File: src/rtl/pic_q_pkg.sv
// ============================================================================
// Module  : pic_q_pkg
// Brief   : Shared types and constants for the port Q-phase latch block.
// Revision: 1.0
// ============================================================================
`default_nettype none

package pic_q_pkg;

    typedef enum logic [2:0] {
        IDLE = 3'd0,
        Q1   = 3'd1,
        Q2   = 3'd2,
        Q3   = 3'd3,
        Q4   = 3'd4
    } phase_t;

    localparam logic       SEL_PORT         = 1'b0;
    localparam logic       SEL_TRIS         = 1'b1;
    localparam logic [7:0] TRIS_RST_DEFAULT = 8'hFF;

endpackage

`default_nettype wire

File: src/rtl/pin_sync.sv
// ============================================================================
// Module  : pin_sync
// Brief   : WIDTH x SYNC_LEN flop synchroniser with async active-high clear.
// Revision: 1.0
// ============================================================================
`default_nettype none

module pin_sync #(
    parameter int WIDTH    = 8,
    parameter int SYNC_LEN = 2
) (
    input  logic             clk,
    input  logic             rst,
    input  logic [WIDTH-1:0] i_d,
    output logic [WIDTH-1:0] o_q
);

    // Stage 0 sits in the low WIDTH bits; the oldest stage is the top slice.
    logic [SYNC_LEN*WIDTH-1:0] r_chain;

    always_ff @(posedge clk or posedge rst) begin
        if (rst) begin
            r_chain <= '0;
        end else begin
            r_chain <= {r_chain[(SYNC_LEN-1)*WIDTH-1:0], i_d};
        end
    end

    assign o_q = r_chain[SYNC_LEN*WIDTH-1 -: WIDTH];

endmodule

`default_nettype wire

File: src/rtl/port_q_latch.sv
// ============================================================================
// Module  : port_q_latch
// Brief   : Q1..Q4 phase sequencer with PORT/TRIS latches feeding pin drivers.
// Revision: 1.0
// ============================================================================
`default_nettype none

module port_q_latch
    import pic_q_pkg::*;
#(
    parameter int               WIDTH    = 8,
    parameter logic [WIDTH-1:0] TRIS_RST = WIDTH'(TRIS_RST_DEFAULT),
    parameter int               SYNC_LEN = 2
) (
    input  logic             clk,
    input  logic             rst,
    input  logic             wr_en,
    input  logic             wr_sel,
    input  logic [WIDTH-1:0] wr_data,
    input  logic [WIDTH-1:0] pin_in,
    output logic             q1,
    output logic             q2,
    output logic             q3,
    output logic             q4,
    output logic [WIDTH-1:0] pin_drv,
    output logic [WIDTH-1:0] pin_oe,
    output logic [WIDTH-1:0] rd_data,
    output logic             wr_ack
);

    phase_t           r_state;
    phase_t           w_next;
    logic [3:0]       w_q_next;
    logic [3:0]       r_q;
    logic [WIDTH-1:0] r_port;
    logic [WIDTH-1:0] r_tris;
    logic             r_pend;
    logic             r_pend_sel;
    logic [WIDTH-1:0] r_pend_data;
    logic [WIDTH-1:0] r_rd;
    logic             r_ack;
    logic [WIDTH-1:0] w_sync_pins;

    pin_sync #(
        .WIDTH    (WIDTH),
        .SYNC_LEN (SYNC_LEN)
    ) u_pin_sync (
        .clk (clk),
        .rst (rst),
        .i_d (pin_in),
        .o_q (w_sync_pins)
    );

    always_ff @(posedge clk or posedge rst) begin
        if (rst) begin
            r_state <= IDLE;
        end else begin
            r_state <= w_next;
        end
    end

    // Strobes are registered from the next state so they line up with r_state.
    always_comb begin
        w_next   = Q1;
        w_q_next = 4'b0000;
        unique case (r_state)
            IDLE:    w_next = Q1;
            Q1:      w_next = Q2;
            Q2:      w_next = Q3;
            Q3:      w_next = Q4;
            Q4:      w_next = Q1;
            default: w_next = Q1;
        endcase
        unique case (w_next)
            Q1:      w_q_next = 4'b0001;
            Q2:      w_q_next = 4'b0010;
            Q3:      w_q_next = 4'b0100;
            Q4:      w_q_next = 4'b1000;
            default: w_q_next = 4'b0000;
        endcase
    end

    always_ff @(posedge clk or posedge rst) begin
        if (rst) begin
            r_q         <= 4'b0000;
            r_port      <= '0;
            r_tris      <= TRIS_RST;
            r_pend      <= 1'b0;
            r_pend_sel  <= SEL_PORT;
            r_pend_data <= '0;
            r_rd        <= '0;
            r_ack       <= 1'b0;
        end else begin
            r_q   <= w_q_next;
            r_ack <= 1'b0;
            // Read and capture share the Q2 exit; the read sees pre-write latches.
            if (r_state == Q2) begin
                r_rd <= (w_sync_pins & r_tris) | (r_port & ~r_tris);
                if (wr_en) begin
                    r_pend      <= 1'b1;
                    r_pend_sel  <= wr_sel;
                    r_pend_data <= wr_data;
                end
            end
            if ((r_state == Q4) && r_pend) begin
                if (r_pend_sel == SEL_TRIS) begin
                    r_tris <= r_pend_data;
                end else begin
                    r_port <= r_pend_data;
                end
                r_pend <= 1'b0;
                r_ack  <= 1'b1;
            end
        end
    end

    assign q1      = r_q[0];
    assign q2      = r_q[1];
    assign q3      = r_q[2];
    assign q4      = r_q[3];
    assign pin_oe  = ~r_tris;
    assign pin_drv = r_port & ~r_tris;
    assign rd_data = r_rd;
    assign wr_ack  = r_ack;

endmodule

`default_nettype wire

File: config.mk
export PLATFORM = sky130hd
export DESIGN_NAME = port_q_latch
export DESIGN_NICKNAME = d
export VERILOG_FILES = /design/src/rtl/pic_q_pkg.sv /design/src/rtl/pin_sync.sv /design/src/rtl/port_q_latch.sv
export SDC_FILE = /design/constraint.sdc
export NUM_CORES = 1
export LEC_CHECK = 0
export ABC_CLOCK_PERIOD_IN_PS = 4000
export BUFFER_PORTS_ARGS = -buffer_cell sky130_fd_sc_hd__buf_4
export CORE_MARGIN = 5
export CORE_UTILIZATION = 33
export DETAILED_ROUTE_END_ITERATION = 16
export SLEW_MARGIN = 20
export SYNTH_ARGS = -nofsm -noshare
export SYNTH_HDL_FRONTEND = slang
export SYNTH_SLANG_ARGS = --single-unit
File: constraint.sdc
create_clock -name clk -period 4 [get_ports clk]
set_clock_uncertainty 0.2 [all_clocks]
set_input_delay 0.6 -clock clk [delete_from_list [all_inputs] [get_ports clk]]
set_output_delay 0.6 -clock clk [all_outputs]
set_load 0.05 [all_outputs]
==> impl_metrics.env, run 1 <==
export IMPL_die_h_um=89.0
export IMPL_preCtsSetupSlack_ps=1810
export IMPL_clk_latency_ps=320
export IMPL_htreeDepth=3
export IMPL_crit_chain="and4bb_4, nor2b_1, mux2_2"
export IMPL_final_max_slew_violation_count=0
export IMPL_vias=1188
export IMPL_synth_simple_area_share_pct=7.95
export IMPL_crit_arrival_ps=2170
export IMPL_finish_instance_area_mm2=0.00268
export IMPL_hold_viol_final=0
export IMPL_drc=0
export IMPL_fp_row_count=28
export IMPL_leakage_nw=1.26
export IMPL_cts_buffers=9
export IMPL_postCtsResizedCells=0
export IMPL_worst_ep_required_time_ps=4010
export IMPL_cts_sinks=58
export IMPL_power_density_mw_per_mm2=637
export IMPL_io_pin_count=49
export IMPL_crit_fanout=8
export IMPL_avgRoutedWirePerCell_um=13.4
export IMPL_place_gp_congestion=0.751
export IMPL_cp_slowest_stage_delay_ps=610
export IMPL_clockBufferDepth=2
export IMPL_synth_area_leaders="dfrtp_1 61%, mux2_2 14%, dfstp_2 10%"
export IMPL_hold_slack_ps=145
export IMPL_port_buffers=48
export IMPL_num_antenna_cells=0
export IMPL_syn_inst=141
export IMPL_placedCellCount=263
export IMPL_syn_avg_cell_area_um2=14.6
export IMPL_yosysWarningCount=0
export IMPL_cts_root_buf="clkbuf_8"
export IMPL_post_cts_buffers=0
export IMPL_synth_cell_types=16
export IMPL_vdd_drop_max_v=0.000397
export IMPL_clk_pin_slew_ps=60
export IMPL_crit_buf_inv=0
export IMPL_cap_violations=0
export IMPL_outcome="finished clean"
export IMPL_path_class="reg -> reg"
export IMPL_p_switching_mw=0.598
export IMPL_ys_seq_elements=58
export IMPL_drtPass1Iterations=4
export IMPL_yosysTopAreaCell="dfrtp_1"
export IMPL_grt_usage_pct=10.9
export IMPL_die_width_um=89.0
export IMPL_initialDrtViolationCount=22
export IMPL_synthMuxAreaShare_pct=13.7
export IMPL_synth_top_area_share_pct=60.7
export IMPL_synth_nets=161
export IMPL_viasPerCell=4.26
export IMPL_rsz0062_at_grt="no"
export IMPL_grt_max_degree=46
export IMPL_setup_viol=0
export IMPL_synth_compound_area_share_pct=4.49
export IMPL_cts_tree="yes"
export IMPL_synth_top_family_by_area="multiplexers"
export IMPL_setup_slack_ps=1840
export IMPL_min_path_type="reg -> reg"
export IMPL_syn_to_final_growth_pct=30.0
export IMPL_hold_buffers=0
export IMPL_grt_pass1_vias=1318
export IMPL_relSlewSlack_pct=39.8
export IMPL_worst_pin_slew_ps=902
export IMPL_final_cells=279
export IMPL_wl_um=3740
export IMPL_p_sw_share_pct=35.0
export IMPL_utilization_pct=44.8
export IMPL_core_area_mm2=0.00599
export IMPL_synth_fa_ha_area_share_pct=0
export IMPL_grt_remaining_overflow=0
export IMPL_detailed_place_area_mm2=0.00251
export IMPL_synth_xor_area_share_pct=0.425
export IMPL_start_kind="flip-flop"
export IMPL_finalSetupTns_ps=0
export IMPL_end_kind="flip-flop"
export IMPL_crit_slowest_cell="nor2b_1"
export IMPL_layout_drive_gt1_share_pct=49.5
export IMPL_period_needed_ps=2160
export IMPL_antenna_found_initial=0
export IMPL_total_power_mw=1.71
export IMPL_syn_area_mm2=0.00206
export IMPL_seq_power_share_pct=43.5
export IMPL_finalCritPeriodShare_pct=54.1
export IMPL_yosysSeqAreaShare_pct=70.9
export IMPL_grt_pass1_wl_um=6430
export IMPL_die_area_mm2=0.00793
export IMPL_drtAntennaViolNets=0
export IMPL_p_comb_share_pct=29.2
export IMPL_n_fill_cell=562
export IMPL_power_frac_clock_pct=27.3
export IMPL_fin_nets=219
export IMPL_clock_fmax_ghz=0.462
export IMPL_dp_hpwl_um=2520
export IMPL_initial_core_util_pct=34.4
export IMPL_intPower_mw=1.11
export IMPL_path_delay_family="simple AND/OR/NAND/NOR gates"
## area by class of cell
class | count | area [um^2] | share of cell area [%]
Tap cell | 75 | 93.8 | 3.50
Multi-Input combinational cell | 71 | 547 | 20.4
Clock buffer | 13 | 159 | 5.93
Timing Repair Buffer | 49 | 368 | 13.7
Inverter | 10 | 37.5 | 1.40
Sequential cell | 58 | 1460 | 54.5
Clock inverter | 3 | 15.0 | 0.560
## layer usage
| metal | GRT usage (%) | vias up | wire length [um] |
|---|---|---|---|
| met5 | 0 | - | 0 |
| met4 | 3.65 | 0 | 8 |
| met3 | 7.19 | 2 | 369 |
| met2 | 15.3 | 42 | 1650 |
| met1 | 13.7 | 563 | 1720 |
| li1 | - | 581 | - |
## state kept, by name, indices dropped and copies added, names as in the netlist
register,cells
r_pend_data,8
r_q,4
r_port,8
r_tris,8
r_pend_sel,1
rd_data,8
wr_ack,1
r_state,3
u_pin_sync.r_chain,16
r_pend,1
## logic make-up after synthesis
| family | Yosys count |
|---|---|
| flops | 58 |
| mux | 25 |
| buf+inv | 12 |
| simple gates | 27 |
| xor+xnor | 1 |
| compound gates | 18 |
## Yosys cell counts (all sizes together)
master / n
dfrtp: 50
mux2: 25
a21oi: 17
nor2: 13
inv: 10
nor2b: 9
dfstp: 8
buf: 2
nand2: 2
and4bb: 1
nand2b: 1
nor3b: 1
o21bai: 1
xnor2: 1
## final timing paths
path                                       start                endpoint  slack, ps  depth (start not counted)
setup / recovery                      r_state[0]               r_port[1]       1840                          3
hold / removal             u_pin_sync.r_chain[3]  u_pin_sync.r_chain[11]        150                          0
min in group asynchronous                    rst              rd_data[6]        280                          2
max in group asynchronous                    rst               r_tris[3]       2520                          3
setup reg to reg                      r_state[0]               r_port[1]       1840                          3
hold reg to reg            u_pin_sync.r_chain[3]  u_pin_sync.r_chain[11]        150                          0
## cells in the final DEF, fill, tap and decap left out, drive strengths merged, types with 2 or more instances in the layout
| cell | count |
|---|---|
| inv | 10 |
| clkinv | 3 |
| nor2 | 13 |
| mux2 | 25 |
| nor2b | 9 |
| nand2 | 2 |
| dfstp | 8 |
| dfrtp | 50 |
| buf | 49 |
| clkbuf | 13 |
| a21oi | 17 |
## power groups by stage
stage                     registers [mW]  clock network, mW  logic (mW)
after global placement             0.754                  0       0.498
after global routing               0.755              0.523       0.532
final                              0.744              0.466       0.498
after detailed placement           0.753                  0       0.505
after CTS                          0.744              0.487       0.506
after floorplan                    0.830                  0       0.267
(Power assumes the default switching activity.)
==> inputs of run 2 (changes only) <==
- ABC_AREA: unset -> 1
- ABC_CLOCK_PERIOD_IN_PS: 4000 -> 1900
- clock period: 4 -> 1.9 ns (I/O delays scaled with it)
==> impl_metrics.env, run 2 <==
export IMPL_outcome="finished clean"
export IMPL_cts_sinks=58
export IMPL_synth_top_family_by_area="simple AND/OR/NAND/NOR gates"
export IMPL_whs_path_depth=3
export IMPL_clockBufferDepth=2
export IMPL_cts_root_buf="clkbuf_8"
export IMPL_hold_viol_final=0
export IMPL_place_gp_congestion=0.700
export IMPL_die_h_um=93.8
export IMPL_drtPass1Iterations=4
export IMPL_syn_to_final_growth_pct=33.8
export IMPL_preCtsSetupSlack_ps=345
export IMPL_synth_area_leaders="dfrtp_1 54%, nand2_1 12%, dfstp_2 9.1%"
export IMPL_setup_slack_ps=292
export IMPL_synth_simple_area_share_pct=25.0
export IMPL_synth_cell_types=25
export IMPL_port_buffers=48
export IMPL_num_antenna_cells=0
export IMPL_layout_drive_gt1_share_pct=27.7
export IMPL_path_class="reg -> out"
export IMPL_antenna_found_initial=0
export IMPL_clk_latency_ps=320
export IMPL_finalCritPeriodShare_pct=84.7
export IMPL_grt_pass1_vias=1624
export IMPL_yosysTopAreaCell="dfrtp_1"
export IMPL_core_area_mm2=0.00683
export IMPL_rr_startpoint="r_state[1]"
export IMPL_end_kind="output port"
export IMPL_largest_register="u_pin_sync.r_chain"
export IMPL_drc=0
export IMPL_cts_buffers=9
export IMPL_cap_violations=0
export IMPL_grt_pass1_wl_um=7940
export IMPL_clk_pin_slew_ps=60
export IMPL_async_reset_ff_share_pct=100
export IMPL_rsz0062_at_grt="no"
export IMPL_crit_arrival_ps=1120
export IMPL_hold_slack_ps=96.2
export IMPL_synth_compound_area_share_pct=4.32
export IMPL_initial_core_util_pct=33.9
export IMPL_yosysWarningCount=0
export IMPL_fin_nets=318
export IMPL_reg2regPathDepth=4
export IMPL_syn_inst=227
export IMPL_min_path_type="in -> reg"
export IMPL_grt_usage_pct=11.9
export IMPL_finalSetupTns_ps=0
export IMPL_synthMuxAreaShare_pct=0
export IMPL_syn_avg_cell_area_um2=10.2
export IMPL_worst_pin_slew_ps=416
export IMPL_most_common_layout_cells="76 x nand2_1, 50 x buf_4, 50 x dfrtp_1, 18 x inv_1, 18 x dlygate4sd3_1"
export IMPL_syn_area_mm2=0.00232
export IMPL_vdd_drop_max_v=0.000443
export IMPL_hp_start="wr_en"
export IMPL_layout_commonest_cell="nand2_1"
export IMPL_worst_ep_required_time_ps=1410
export IMPL_period_needed_ps=1610
export IMPL_avgRoutedWirePerCell_um=12.0
export IMPL_post_cts_buffers=0
export IMPL_htreeDepth=3
export IMPL_synth_top_area_share_pct=54.0
export IMPL_die_width_um=93.8
export IMPL_viasPerCell=4.24
export IMPL_setup_viol=0
export IMPL_fp_row_count=30
export IMPL_reg2reg_slack_ps=340
export IMPL_synth_fa_ha_area_share_pct=0
export IMPL_synth_edf_count=0
export IMPL_relSlewSlack_pct=72.3
export IMPL_initialDrtViolationCount=100
export IMPL_power_density_mw_per_mm2=1090
export IMPL_yosys_top_cells_count="76 x nand2_1, 50 x dfrtp_1, 19 x inv_1"
export IMPL_grt_max_degree=59
export IMPL_cts_tree="yes"
export IMPL_crit_fanout=5
export IMPL_largest_reg_flops=16
export IMPL_dp_hpwl_um=3200
export IMPL_synth_most_common_cell="nand2_1"
export IMPL_vias=1692
export IMPL_start_kind="flip-flop"
export IMPL_drtAntennaViolNets=0
export IMPL_synthFlopType="dfrtp_1"
export IMPL_io_pin_count=49
export IMPL_total_power_mw=3.40
export IMPL_reg2reg_to="r_pend_data[7]"
export IMPL_clock_fmax_ghz=0.622
export IMPL_yosysSeqAreaShare_pct=63.0
export IMPL_wl_um=4780
export IMPL_min_to="r_pend_sel"
export IMPL_ys_seq_elements=58
export IMPL_synth_xor_area_share_pct=0
export IMPL_synth_nets=247
export IMPL_grt_remaining_overflow=0
export IMPL_leakage_nw=1.56
export IMPL_final_max_slew_violation_count=0
export IMPL_die_area_mm2=0.00880
==> run 2: layer usage <==
metal / part of all wire (%) / up-vias / track usage, %
li1: - / 870 / -
met1: 45 / 774 / 15.0
met2: 48 / 43 / 18.4
met3: 6.2 / 5 / 5.29
met4: 0.73 / 0 / 3.61
met5: 0 / - / 0
==> run 2: layout make-up <==
type                    instances  area (um^2)
inverters                      22         82.6
multi-input cells             138          681
well taps                      96          120
repair buffers                 69          576
fillers                       684         3730
flip-flops and latches         58         1460
clock buffers                  14          173
clock inverters                 2         10.0
==> run 2: power by group <==
| group | internal, mW | switching, mW |
|---|---|---|
| combinational | 0.275 | 0.598 |
| sequential | 1.41 | 0.102 |
| clock | 0.577 | 0.436 |
==> run 2: what timing repair did <==
| action | 4_1_cts | 5_1_grt |
|---|---|---|
| hold buffers | 18 | 0 |
| endpoints found under the setup margin | 0 | 0 |
| endpoints found under the hold margin | 67 | 0 |
| resized for setup | 0 | 0 |
==> run 2: worst max path at each step <==
stage | depth (start not counted) | from | to
2_1_floorplan | 1 | rst | r_pend
3_5_place_dp | 4 | r_state[1] | r_pend_data[5]
5_1_grt | 4 | r_state[1] | r_pend_data[1]
4_1_cts | 2 | r_tris[6] | pin_drv[6]
3_3_place_gp | 4 | r_state[1] | r_pend_data[2]
6_report | 2 | r_tris[5] | pin_drv[5]
==> run 2: metrics by stage <==
step	utilization, %	instance area (um^2)	std cells
6_report	45.4	3100	399
5_1_grt	45.4	3100	399
3_5_place_dp	40.1	2740	365
2_1_floorplan	-	2320	227
3_3_place_gp	40.1	2740	365
4_1_cts	45.4	3100	399
==> run 2: worst max-delay path, stage by stage (launching register included) <==
cell	delay, ps
dfstp_2	560
nor2_1	60
buf_4	180
==> run 2: cells by family (layout without fill, tap and decap cells) <==
family	after synthesis	in the layout
compound gates	19	19
flops	58	58
buf+inv	31	107
simple gates	119	119
==> inputs of run 3 (changes only) <==
- ABC_AREA: 1 -> 0
- ABC_CLOCK_PERIOD_IN_PS: 1900 -> 1600
- clock period: 1.9 -> 1.6 ns (I/O delays scaled with it)
==> impl_metrics.env, run 3 (same netlist as run 1, synthesis figures left out) <==
export IMPL_viasPerCell=4.30
export IMPL_core_area_mm2=0.00599
export IMPL_avgRoutedWirePerCell_um=13.3
export IMPL_critical_path_endpoint="r_port[3]"
export IMPL_num_antenna_cells=0
export IMPL_rsz0062_at_grt="yes"
export IMPL_clk_latency_ps=330
export IMPL_fin_nets=247
export IMPL_drtPass1Iterations=3
export IMPL_die_h_um=89.0
export IMPL_setup_viol=18
export IMPL_power_density_mw_per_mm2=1430
export IMPL_fp_row_count=28
export IMPL_drc=0
export IMPL_regArea_mm2=0.00146
export IMPL_setup_slack_ps=-26.6
export IMPL_crit_start="r_state[1]"
export IMPL_violations="setup timing"
export IMPL_largest_register="u_pin_sync.r_chain"
export IMPL_grt_max_degree=22
export IMPL_die_area_mm2=0.00793
export IMPL_die_width_um=89.0
export IMPL_crit_arrival_ps=1640
export IMPL_initial_core_util_pct=34.4
export IMPL_hold_viol_final=0
export IMPL_wl_um=4080
export IMPL_vdd_drop_max_v=0.000755
export IMPL_layout_drive_gt1_share_pct=47.8
export IMPL_io_pin_count=49
export IMPL_path_class="reg -> reg"
export IMPL_worst_pin_slew_ps=504
export IMPL_outcome="complete, but fails checks"
export IMPL_reg2reg_to="r_port[3]"
export IMPL_cap_violations=0
export IMPL_cts_tree="yes"
export IMPL_reg2regPathDepth=4
export IMPL_cts_root_buf="clkbuf_8"
export IMPL_final_max_slew_violation_count=0
export IMPL_finish_instance_area_mm2=0.00306
export IMPL_detailed_place_area_mm2=0.00259
export IMPL_initialDrtViolationCount=36
export IMPL_finalSetupTns_ps=-182
export IMPL_clk_pin_slew_ps=60
export IMPL_antenna_found_initial=0
export IMPL_total_power_mw=4.39
export IMPL_rr_startpoint="r_state[1]"
export IMPL_crit_fanout=3
export IMPL_leakage_nw=1.42
export IMPL_preCtsSetupSlack_ps=-86.8
export IMPL_largest_reg_flops=16
export IMPL_cts_sinks=58
export IMPL_cts_buffers=9
export IMPL_n_fill_cell=517
export IMPL_grt_usage_pct=12.0
export IMPL_finalCritPeriodShare_pct=102
export IMPL_utilization_pct=51.1
export IMPL_worst_ep_required_time_ps=1610
export IMPL_grt_remaining_overflow=0
export IMPL_start_kind="flip-flop"
export IMPL_end_kind="flip-flop"
export IMPL_place_gp_congestion=0.699
export IMPL_min_path_type="reg -> reg"
export IMPL_most_common_layout_cells="50 x dfrtp_1, 40 x buf_4, 19 x dlygate4sd3_1, 17 x mux2_2, 17 x a21oi_1"
export IMPL_relSlewSlack_pct=66.3
export IMPL_clockBufferDepth=2
export IMPL_drtAntennaViolNets=0
export IMPL_vias=1321
export IMPL_multi_input_area_um2=592
export IMPL_period_needed_ps=1630
export IMPL_syn_to_final_growth_pct=48.6
export IMPL_grt_pass1_vias=1471
export IMPL_port_buffers=48
export IMPL_clock_fmax_ghz=0.615
export IMPL_reg2reg_slack_ps=-30
export IMPL_grt_pass1_wl_um=6900
export IMPL_layout_commonest_cell="dfrtp_1"
export IMPL_htreeDepth=3
export IMPL_dp_hpwl_um=2650
[run 3: cell type report]
| cell class | count | area share [%] |
|---|---|---|
| Clock inverter | 1 | 0.163 |
| Clock buffer | 15 | 5.10 |
| Inverter | 10 | 1.35 |
| Multi-Input combinational cell | 71 | 19.3 |
| Sequential cell | 58 | 47.7 |
| Timing Repair Buffer | 77 | 23.3 |
| Tap cell | 75 | 3.06 |
[run 3: routing by layer]
| metal | global-route usage (%) | wire length [um] | up-vias |
|---|---|---|---|
| met5 | 0 | 0 | - |
| met4 | 8.25 | 138 | 0 |
| met3 | 4.06 | 346 | 13 |
| met2 | 16.9 | 1710 | 46 |
| met1 | 15.4 | 1890 | 621 |
| li1 | - | - | 641 |
[run 3: timing repair]
action | in CTS | in global routing
resized for setup | 4 | 24
pin swaps | 1 | 1
buffers inserted | 3 | 0
hold endpoints to repair | 36 | 0
hold buffers | 19 | 0
endpoints found under the setup margin | 16 | 44
[run 3: how the worst min path moves through the flow]
stage | from | endpoint | depth (start not counted)
after global routing | u_pin_sync.r_chain[0] | u_pin_sync.r_chain[8] | 0
after CTS | u_pin_sync.r_chain[4] | u_pin_sync.r_chain[12] | 0
after floorplan | pin_in[0] | u_pin_sync.r_chain[0] | 0
after global placement | rst | rd_data[5] | 2
after detailed placement | rst | rd_data[5] | 2
final | u_pin_sync.r_chain[6] | u_pin_sync.r_chain[14] | 0
[run 3: worst max-delay path: stages (launching register included)]
cell and delay, ps:
dfrtp_1 370, and4bb_4 330, nor2b_4 190, buf_6 140, mux2_4 290
[run 3: where the power goes]
part	internal, mW	total, mW	switching (mW)
Sequential	1.72	1.87	0.145
Combinational	0.537	1.40	0.859
Clock	0.605	1.12	0.520
[run 3: through the flow]
stage | hold slack (ps) | instances
floorplan | 71.4 | 141
global placement | 107 | 269
detailed placement | 116 | 269
CTS | 149 | 307
global route | 158 | 307
finish | 150 | 307
